--- config.mk ---
export PLATFORM = sky130hd
export DESIGN_NAME = uart_rx_word_packer
export DESIGN_NICKNAME = d
export VERILOG_FILES = /design/src/rtl/uart_s2p_pkg.sv /design/src/rtl/uart_word_fifo.sv /design/src/rtl/uart_rx_word_packer.sv
export SDC_FILE = /design/constraint.sdc
export NUM_CORES = 1
export LEC_CHECK = 0
export BUFFER_PORTS_ARGS = -buffer_cell sky130_fd_sc_hd__buf_2
export CORE_AREA = 2 2 131 101
export CTS_CLUSTER_DIAMETER = 200
export CTS_CLUSTER_SIZE = 10
export DETAILED_ROUTE_END_ITERATION = 7
export DIE_AREA = 0 0 133 103
export GPL_TIMING_DRIVEN = 1
export PLACE_DENSITY = 0.8
export SKIP_CTS_REPAIR_TIMING = 1
export SLEW_MARGIN = 20
export SYNTH_ARGS = -nofsm -noshare
export SYNTH_HDL_FRONTEND = slang
export SYNTH_SLANG_ARGS = --single-unit
export TNS_END_PERCENT = 100
--- constraint.sdc ---
create_clock -name i_Clk -period 2.7 [get_ports i_Clk]
set_clock_uncertainty 0.2 [all_clocks]
set_input_delay 0.27 -clock i_Clk [delete_from_list [all_inputs] [get_ports i_Clk]]
set_output_delay 0.27 -clock i_Clk [all_outputs]
set_load 0.01 [all_outputs]
--- src/rtl/uart_s2p_pkg.sv ---
// -----------------------------------------------------------------------------
// uart_s2p_pkg
// Shared constants for the UART byte-to-word packer:
//   - asm_state_t      : assembly state encoding (IDLE = no bytes held,
//                        COLLECT = partial word held)
//   - CLKS_PER_BIT     : default UART bit period in clocks (217)
//   - DEF_TIMEOUT_CLKS : default mid-word idle timeout, one full 10-bit frame
//   - byte_cnt_width() : width of the held-byte counter for a given word size
// -----------------------------------------------------------------------------
package uart_s2p_pkg;

    typedef enum logic {
        ST_IDLE    = 1'b0,
        ST_COLLECT = 1'b1
    } asm_state_t;

    localparam int unsigned CLKS_PER_BIT     = 217;
    localparam int unsigned BITS_PER_FRAME   = 10;
    localparam int unsigned DEF_TIMEOUT_CLKS = CLKS_PER_BIT * BITS_PER_FRAME;

    // Counter holds 0..n-1; never narrower than one bit.
    function automatic int byte_cnt_width(input int n);
        return (n <= 2) ? 1 : $clog2(n);
    endfunction

endpackage

--- src/rtl/uart_word_fifo.sv ---
// -----------------------------------------------------------------------------
// uart_word_fifo
// Small synchronous word FIFO, first-word-fall-through.
//   P_WIDTH : word width in bits
//   P_DEPTH : entries, power of two (2..16)
// Ports:
//   i_Clk, i_Rst_n : clock, async active-low reset (empties the FIFO)
//   i_Push, i_Data : write request and data; accepted when not full, or when
//                    full and a pop is accepted on the same edge
//   i_Pop          : read request; ignored while empty
//   o_Data         : head word, forced to 0 while empty
//   o_Full, o_Empty: occupancy flags
// -----------------------------------------------------------------------------
module uart_word_fifo #(
    parameter int P_WIDTH = 32,
    parameter int P_DEPTH = 4
) (
    input  logic               i_Clk,
    input  logic               i_Rst_n,
    input  logic               i_Push,
    input  logic [P_WIDTH-1:0] i_Data,
    input  logic               i_Pop,
    output logic [P_WIDTH-1:0] o_Data,
    output logic               o_Full,
    output logic               o_Empty
);

    localparam int AW   = $clog2(P_DEPTH);
    localparam int CNTW = AW + 1;

    logic [P_WIDTH-1:0] mem [P_DEPTH];
    logic [AW-1:0]      wr_ptr;
    logic [AW-1:0]      rd_ptr;
    // One bit wider than the pointers so "full" and "empty" are distinct.
    logic [CNTW-1:0]    count;
    logic               push_ok;
    logic               pop_ok;

    assign o_Empty = (count == '0);
    assign o_Full  = (count == CNTW'(P_DEPTH));
    assign pop_ok  = i_Pop && !o_Empty;
    // A full FIFO still takes a push when the head leaves on the same edge.
    assign push_ok = i_Push && (!o_Full || pop_ok);
    assign o_Data  = o_Empty ? '0 : mem[rd_ptr];

    // Pointers wrap naturally: depth is a power of two.
    always_ff @(posedge i_Clk or negedge i_Rst_n) begin
        if (!i_Rst_n) begin
            wr_ptr <= '0;
            rd_ptr <= '0;
            count  <= '0;
        end else begin
            if (push_ok) wr_ptr <= wr_ptr + AW'(1);
            if (pop_ok)  rd_ptr <= rd_ptr + AW'(1);
            case ({push_ok, pop_ok})
                2'b10:   count <= count + CNTW'(1);
                2'b01:   count <= count - CNTW'(1);
                default: count <= count;
            endcase
        end
    end

    // Storage needs no reset: o_Data is masked while empty.
    always_ff @(posedge i_Clk) begin
        if (push_ok) mem[wr_ptr] <= i_Data;
    end

endmodule

--- src/rtl/uart_rx_word_packer.sv ---
// -----------------------------------------------------------------------------
// uart_rx_word_packer
// Packs single-cycle byte strobes from a UART receiver into little-endian
// words (first byte in bits [7:0]) and buffers them in a small FIFO.
//
// Parameters:
//   P_BYTES_PER_WORD : bytes per output word (2..8)
//   P_FIFO_DEPTH     : output FIFO entries (power of two, 2..16)
//   P_TIMEOUT_CLKS   : mid-word idle clocks before a partial word is dropped
//
// Ports:
//   i_Clk, i_Rst_n           : clock, async active-low reset
//   i_Rx_ByteValid, i_Rx_Byte: byte strobe and data from the receiver
//   o_Word_Valid, o_Word     : FIFO not empty / head word
//   i_Word_Ready             : consumer pops the head when o_Word_Valid is high
//   o_Overflow               : sticky, a completed word was dropped (FIFO full)
//   i_Overflow_Clr           : synchronous clear of o_Overflow (set wins)
//   o_Timeout                : one-cycle pulse, a partial word was discarded
//
// Build option:
//   UART_RX_WORD_TIMEOUT_EN  : when defined, a partial word idle for
//                              P_TIMEOUT_CLKS clocks is discarded. When not
//                              defined, partial words are held indefinitely
//                              and o_Timeout is tied low.
// -----------------------------------------------------------------------------
module uart_rx_word_packer
    import uart_s2p_pkg::*;
#(
    parameter int P_BYTES_PER_WORD = 4,
    parameter int P_FIFO_DEPTH     = 4,
    parameter int P_TIMEOUT_CLKS   = DEF_TIMEOUT_CLKS
) (
    input  logic                          i_Clk,
    input  logic                          i_Rst_n,
    input  logic                          i_Rx_ByteValid,
    input  logic [7:0]                    i_Rx_Byte,
    output logic                          o_Word_Valid,
    input  logic                          i_Word_Ready,
    output logic [8*P_BYTES_PER_WORD-1:0] o_Word,
    output logic                          o_Overflow,
    input  logic                          i_Overflow_Clr,
    output logic                          o_Timeout
);

    localparam int CW = byte_cnt_width(P_BYTES_PER_WORD);
    localparam int WW = 8 * P_BYTES_PER_WORD;
    localparam logic [CW-1:0] LAST_IDX = CW'(P_BYTES_PER_WORD - 1);

    asm_state_t                       state;
    logic [CW-1:0]                    byte_cnt;
    logic [P_BYTES_PER_WORD-1:0][7:0] asm_word;
    // Completed-word write strobe, one edge behind the last byte.
    logic                             push_q;
    logic                             fifo_full;
    logic                             fifo_empty;
    logic                             pop;

`ifdef UART_RX_WORD_TIMEOUT_EN
    localparam int TW = $clog2(P_TIMEOUT_CLKS + 1);
    logic [TW-1:0] tmo_cnt;
`else
    assign o_Timeout = 1'b0;
`endif

    assign o_Word_Valid = !fifo_empty;
    assign pop          = o_Word_Valid && i_Word_Ready;

    // -------------------------------------------------------------------------
    // Assembly FSM. The FIFO samples asm_word on the edge after the last byte
    // lands; a new word's first byte written on that same edge only touches
    // lane 0 through a non-blocking update, so back-to-back strobes are safe.
    // Bytes left in upper lanes by a discarded word are always overwritten
    // before the next push.
    // -------------------------------------------------------------------------
    always_ff @(posedge i_Clk or negedge i_Rst_n) begin
        if (!i_Rst_n) begin
            state    <= ST_IDLE;
            byte_cnt <= '0;
            asm_word <= '0;
            push_q   <= 1'b0;
`ifdef UART_RX_WORD_TIMEOUT_EN
            tmo_cnt   <= '0;
            o_Timeout <= 1'b0;
`endif
        end else begin
            push_q <= 1'b0;
`ifdef UART_RX_WORD_TIMEOUT_EN
            o_Timeout <= 1'b0;
`endif
            // A strobe always takes priority over timeout expiry.
            if (i_Rx_ByteValid) begin
                asm_word[byte_cnt] <= i_Rx_Byte;
`ifdef UART_RX_WORD_TIMEOUT_EN
                tmo_cnt <= '0;
`endif
                if (state == ST_IDLE) begin
                    state    <= ST_COLLECT;
                    byte_cnt <= CW'(1);
                end else if (byte_cnt == LAST_IDX) begin
                    state    <= ST_IDLE;
                    byte_cnt <= '0;
                    push_q   <= 1'b1;
                end else begin
                    byte_cnt <= byte_cnt + CW'(1);
                end
            end
`ifdef UART_RX_WORD_TIMEOUT_EN
            else if (state == ST_COLLECT) begin
                if (tmo_cnt == TW'(P_TIMEOUT_CLKS - 1)) begin
                    state     <= ST_IDLE;
                    byte_cnt  <= '0;
                    tmo_cnt   <= '0;
                    o_Timeout <= 1'b1;
                end else begin
                    tmo_cnt <= tmo_cnt + TW'(1);
                end
            end
`endif
        end
    end

    // -------------------------------------------------------------------------
    // Overflow: a push that the FIFO cannot take (full, no pop this edge).
    // -------------------------------------------------------------------------
    always_ff @(posedge i_Clk or negedge i_Rst_n) begin
        if (!i_Rst_n) begin
            o_Overflow <= 1'b0;
        end else if (push_q && fifo_full && !pop) begin
            o_Overflow <= 1'b1;
        end else if (i_Overflow_Clr) begin
            o_Overflow <= 1'b0;
        end
    end

    uart_word_fifo #(
        .P_WIDTH (WW),
        .P_DEPTH (P_FIFO_DEPTH)
    ) u_fifo (
        .i_Clk   (i_Clk),
        .i_Rst_n (i_Rst_n),
        .i_Push  (push_q),
        .i_Data  (asm_word),
        .i_Pop   (pop),
        .o_Data  (o_Word),
        .o_Full  (fifo_full),
        .o_Empty (fifo_empty)
    );

endmodule

==> impl_metrics.json <==
{
  "outcome": "finished, final reports clean",
  "vdd_drop_max_v": 0.000678,
  "wl_per_cell_um": 20.1,
  "vias": 3251,
  "synth_top_area_share": 0.572,
  "hp-class": "input pin to asynchronous set/reset pin",
  "drc_errors": 0,
  "synth-seq-cells": 172,
  "diodes": 0,
  "finalSetupViolations": 0,
  "synth_warnings": 0,
  "synthesis.area_um2": 6720,
  "grt_max_degree": 45,
  "cts.sinks": 172,
  "grt_pass1_vias": 3384,
  "synthMuxAreaShare": 0.165,
  "synth_common_cells": "edfxtp_1 (128), dfrtp_1 (44), and2_1 (37)",
  "tightest_slew_ns": 0.619,
  "synthArstFlopShare": 0.256,
  "power.density_cell_area_nw_per_um2": 1130,
  "syn_inst": 334,
  "vias_per_cell": 5.41,
  "synth_xor_xnor_area_share": 0.00782,
  "synth_area_leaders": "edfxtp_1 (57%), dfrtp_1 (16%), mux4_2 (9.4%)",
  "critical_path_class": "flip-flop to primary output",
  "worstSkewPairLatency_ns": 0.43,
  "htree_levels": 4,
  "numCtsBuffers": 17,
  "antenna_found_initial": 0,
  "total_power_uw": 8930,
  "core.rowCount": 36,
  "cp_slowest_stage_delay_ns": 0.57,
  "power_leakage_uw": 0.00293,
  "fillers": 882,
  "ant_nets": 0,
  "path_delay_family": "multiplexers",
  "final_nets": 440,
  "finalSetupTns_ns": 0,
  "maxCapViolCount": 0,
  "crit_fanout": 15,
  "yosysSeqAreaShare": 0.736,
  "die_y_um": 103,
  "cts-root-buf": "clkbuf_16",
  "fmax_ghz": 0.407,
  "final-hold-violation-count": 0,
  "synth-simple-area-share": 0.0458,
  "worstPathCellList": "buf_12 -> mux4_1 -> and2_1 -> buf_2",
  "arrival_ns": 1.99,
  "worst_setup_path_end_kind": "primary output",
  "crit_buf_inv": 2,
  "finalCritPeriodShare": 0.911,
  "pre_cts_ws_ns": 0.338,
  "synth_area_leader_cell": "edfxtp_1",
  "hpwl_mm": 7.27,
  "final.min_clock_period_ns": 2.46,
  "synthesis.nets": 357,
  "synth_cell_type_count": 26,
  "first_pass_iters": 4,
  "clock_path_buffers": 2,
  "synth_edf_count": 128,
  "first_iter_violations": 305,
  "synth_ff_type": "edfxtp_1",
  "design.die.area_um2": 13700,
  "io_pins": 48,
  "rsz0062_at_grt": "false",
  "slew_violations": 0,
  "layout_setup_ws_ns": 0.240,
  "io_buffers": 46,
  "synthAdderAreaFrac": 0.0197,
  "avgSynthCellArea_um2": 20.1,
  "critPathLaunchType": "flip-flop",
  "grt_use_total": 0.191,
  "synthToLayoutAreaGrowth_pct": 17.8,
  "cp.required_ns": 2.23,
  "cts.clk_slew.worst_paths_ns": 0.07,
  "cts_tree": "built",
  "grt_overflow": 0,
  "synth_top_family_by_area": "multiplexers",
  "grt_pass1_wl_mm": 18.6,
  "drive_gt1_frac": 0.370,
  "synth-compound-area-share": 0.00335,
  "finalWirelength_mm": 12.1,
  "whs_ns": 0.280,
  "post-synth-top-count-cell": "edfxtp_1",
  "dieWidth_um": 133,
  "core_area_um2": 12600,
  "worst_path_max_delay_cell": "mux4_1",
  "initial_core_util": 0.535,
  "globalplace.congestion": 0.716,
  "relSlewSlack": 0.588
}
-- stage by stage --
step,instance area (um^2),utilization,instances
after floorplan,6720,-,334
after global placement,7180,0.572,553
after detailed placement,7180,0.572,553
after CTS,7760,0.617,585
after global routing,7920,0.630,601
final,7920,0.630,601
-- cell type report --
cell class | count | area (um^2) | area share
timing repair buffer | 78 | 526 | 0.0663
clock inverter | 13 | 131 | 0.0166
sequential | 172 | 4950 | 0.625
tap | 171 | 214 | 0.0270
clock buffer | 19 | 443 | 0.0559
multi-input combinational | 139 | 1630 | 0.205
inverter | 9 | 33.8 | 0.00426
-- sequential cells by signal (all words and copies together) (netlist names) --
signal         count
push_q             1
u_fifo.rd_ptr      2
u_fifo.wr_ptr      2
u_fifo.mem       128
o_Overflow         1
byte_cnt           2
u_fifo.count       3
asm_word          32
state              1
-- worst register-to-register path: stages, from the launching register on --
cell     delay, ns
dfrtp_1       0.41
nor4b_1       0.38
nor2b_1       0.19
inv_1         0.09
ha_1          0.18
inv_1         0.06
fa_1          0.37
xor2_1        0.15
nor2_1        0.11
xor2_1        0.14
-- metal layers --
layer	global-route usage	part of all wire
met1	0.248	0.42
met2	0.320	0.50
met3	0.0467	0.057
met4	0.0769	0.014
met5	0	0
-- cells by family after synthesis --
| group | count (synthesis) |
|---|---|
| AO/OA/AOI/OAI | 4 |
| other | 1 |
| flip-flops | 172 |
| adder cells (fa/ha/maj) | 10 |
| multiplexers | 65 |
| AND/OR/NAND/NOR | 53 |
| buffers and inverters | 23 |
| XOR/XNOR | 6 |
-- worst paths after layout --
kind	startpoint	to	cells after the start	slack, ns
max in group asynchronous	i_Rst_n	u_fifo.rd_ptr[0]	3	1.53
worst min-delay path	i_Rst_n	asm_word[27]	3	0.28
worst min register to register	push_q	o_Overflow	2	0.29
min in group i_Clk	push_q	o_Overflow	2	0.29
worst max-delay path	u_fifo.rd_ptr[0]	o_Word[4]	4	0.24
worst max register to register	u_fifo.count[0]	u_fifo.count[2]	9	0.34
-- report_power, final --
part           total (uW)  internal, uW  switching (uW)  leakage [uW]
Combinational        2530          1340            1190      0.000976
Sequential           4060          3640             419       0.00168
Clock                2330          1310            1020      0.000272
-- cells in the final DEF, fill, tap and decap left out, types with 2 or more instances in the layout --
master and count:
edfxtp_1 128, buf_2 46, clkinvlp_4 3, buf_12 2, buf_4 18, xnor2_1 3, ha_1 9, dfrtp_1 43
mux2_2 33, inv_1 9, o21ai_0 3, inv_6 5, nor2_1 3, and2_1 37, clkinv_4 4, nand2_1 6
xor2_1 3, dlygate4sd3_1 12, mux4_2 28, mux4_1 4, nand3_1 3, clkbuf_16 17
Note: power is estimated with default switching activity, not from simulation.
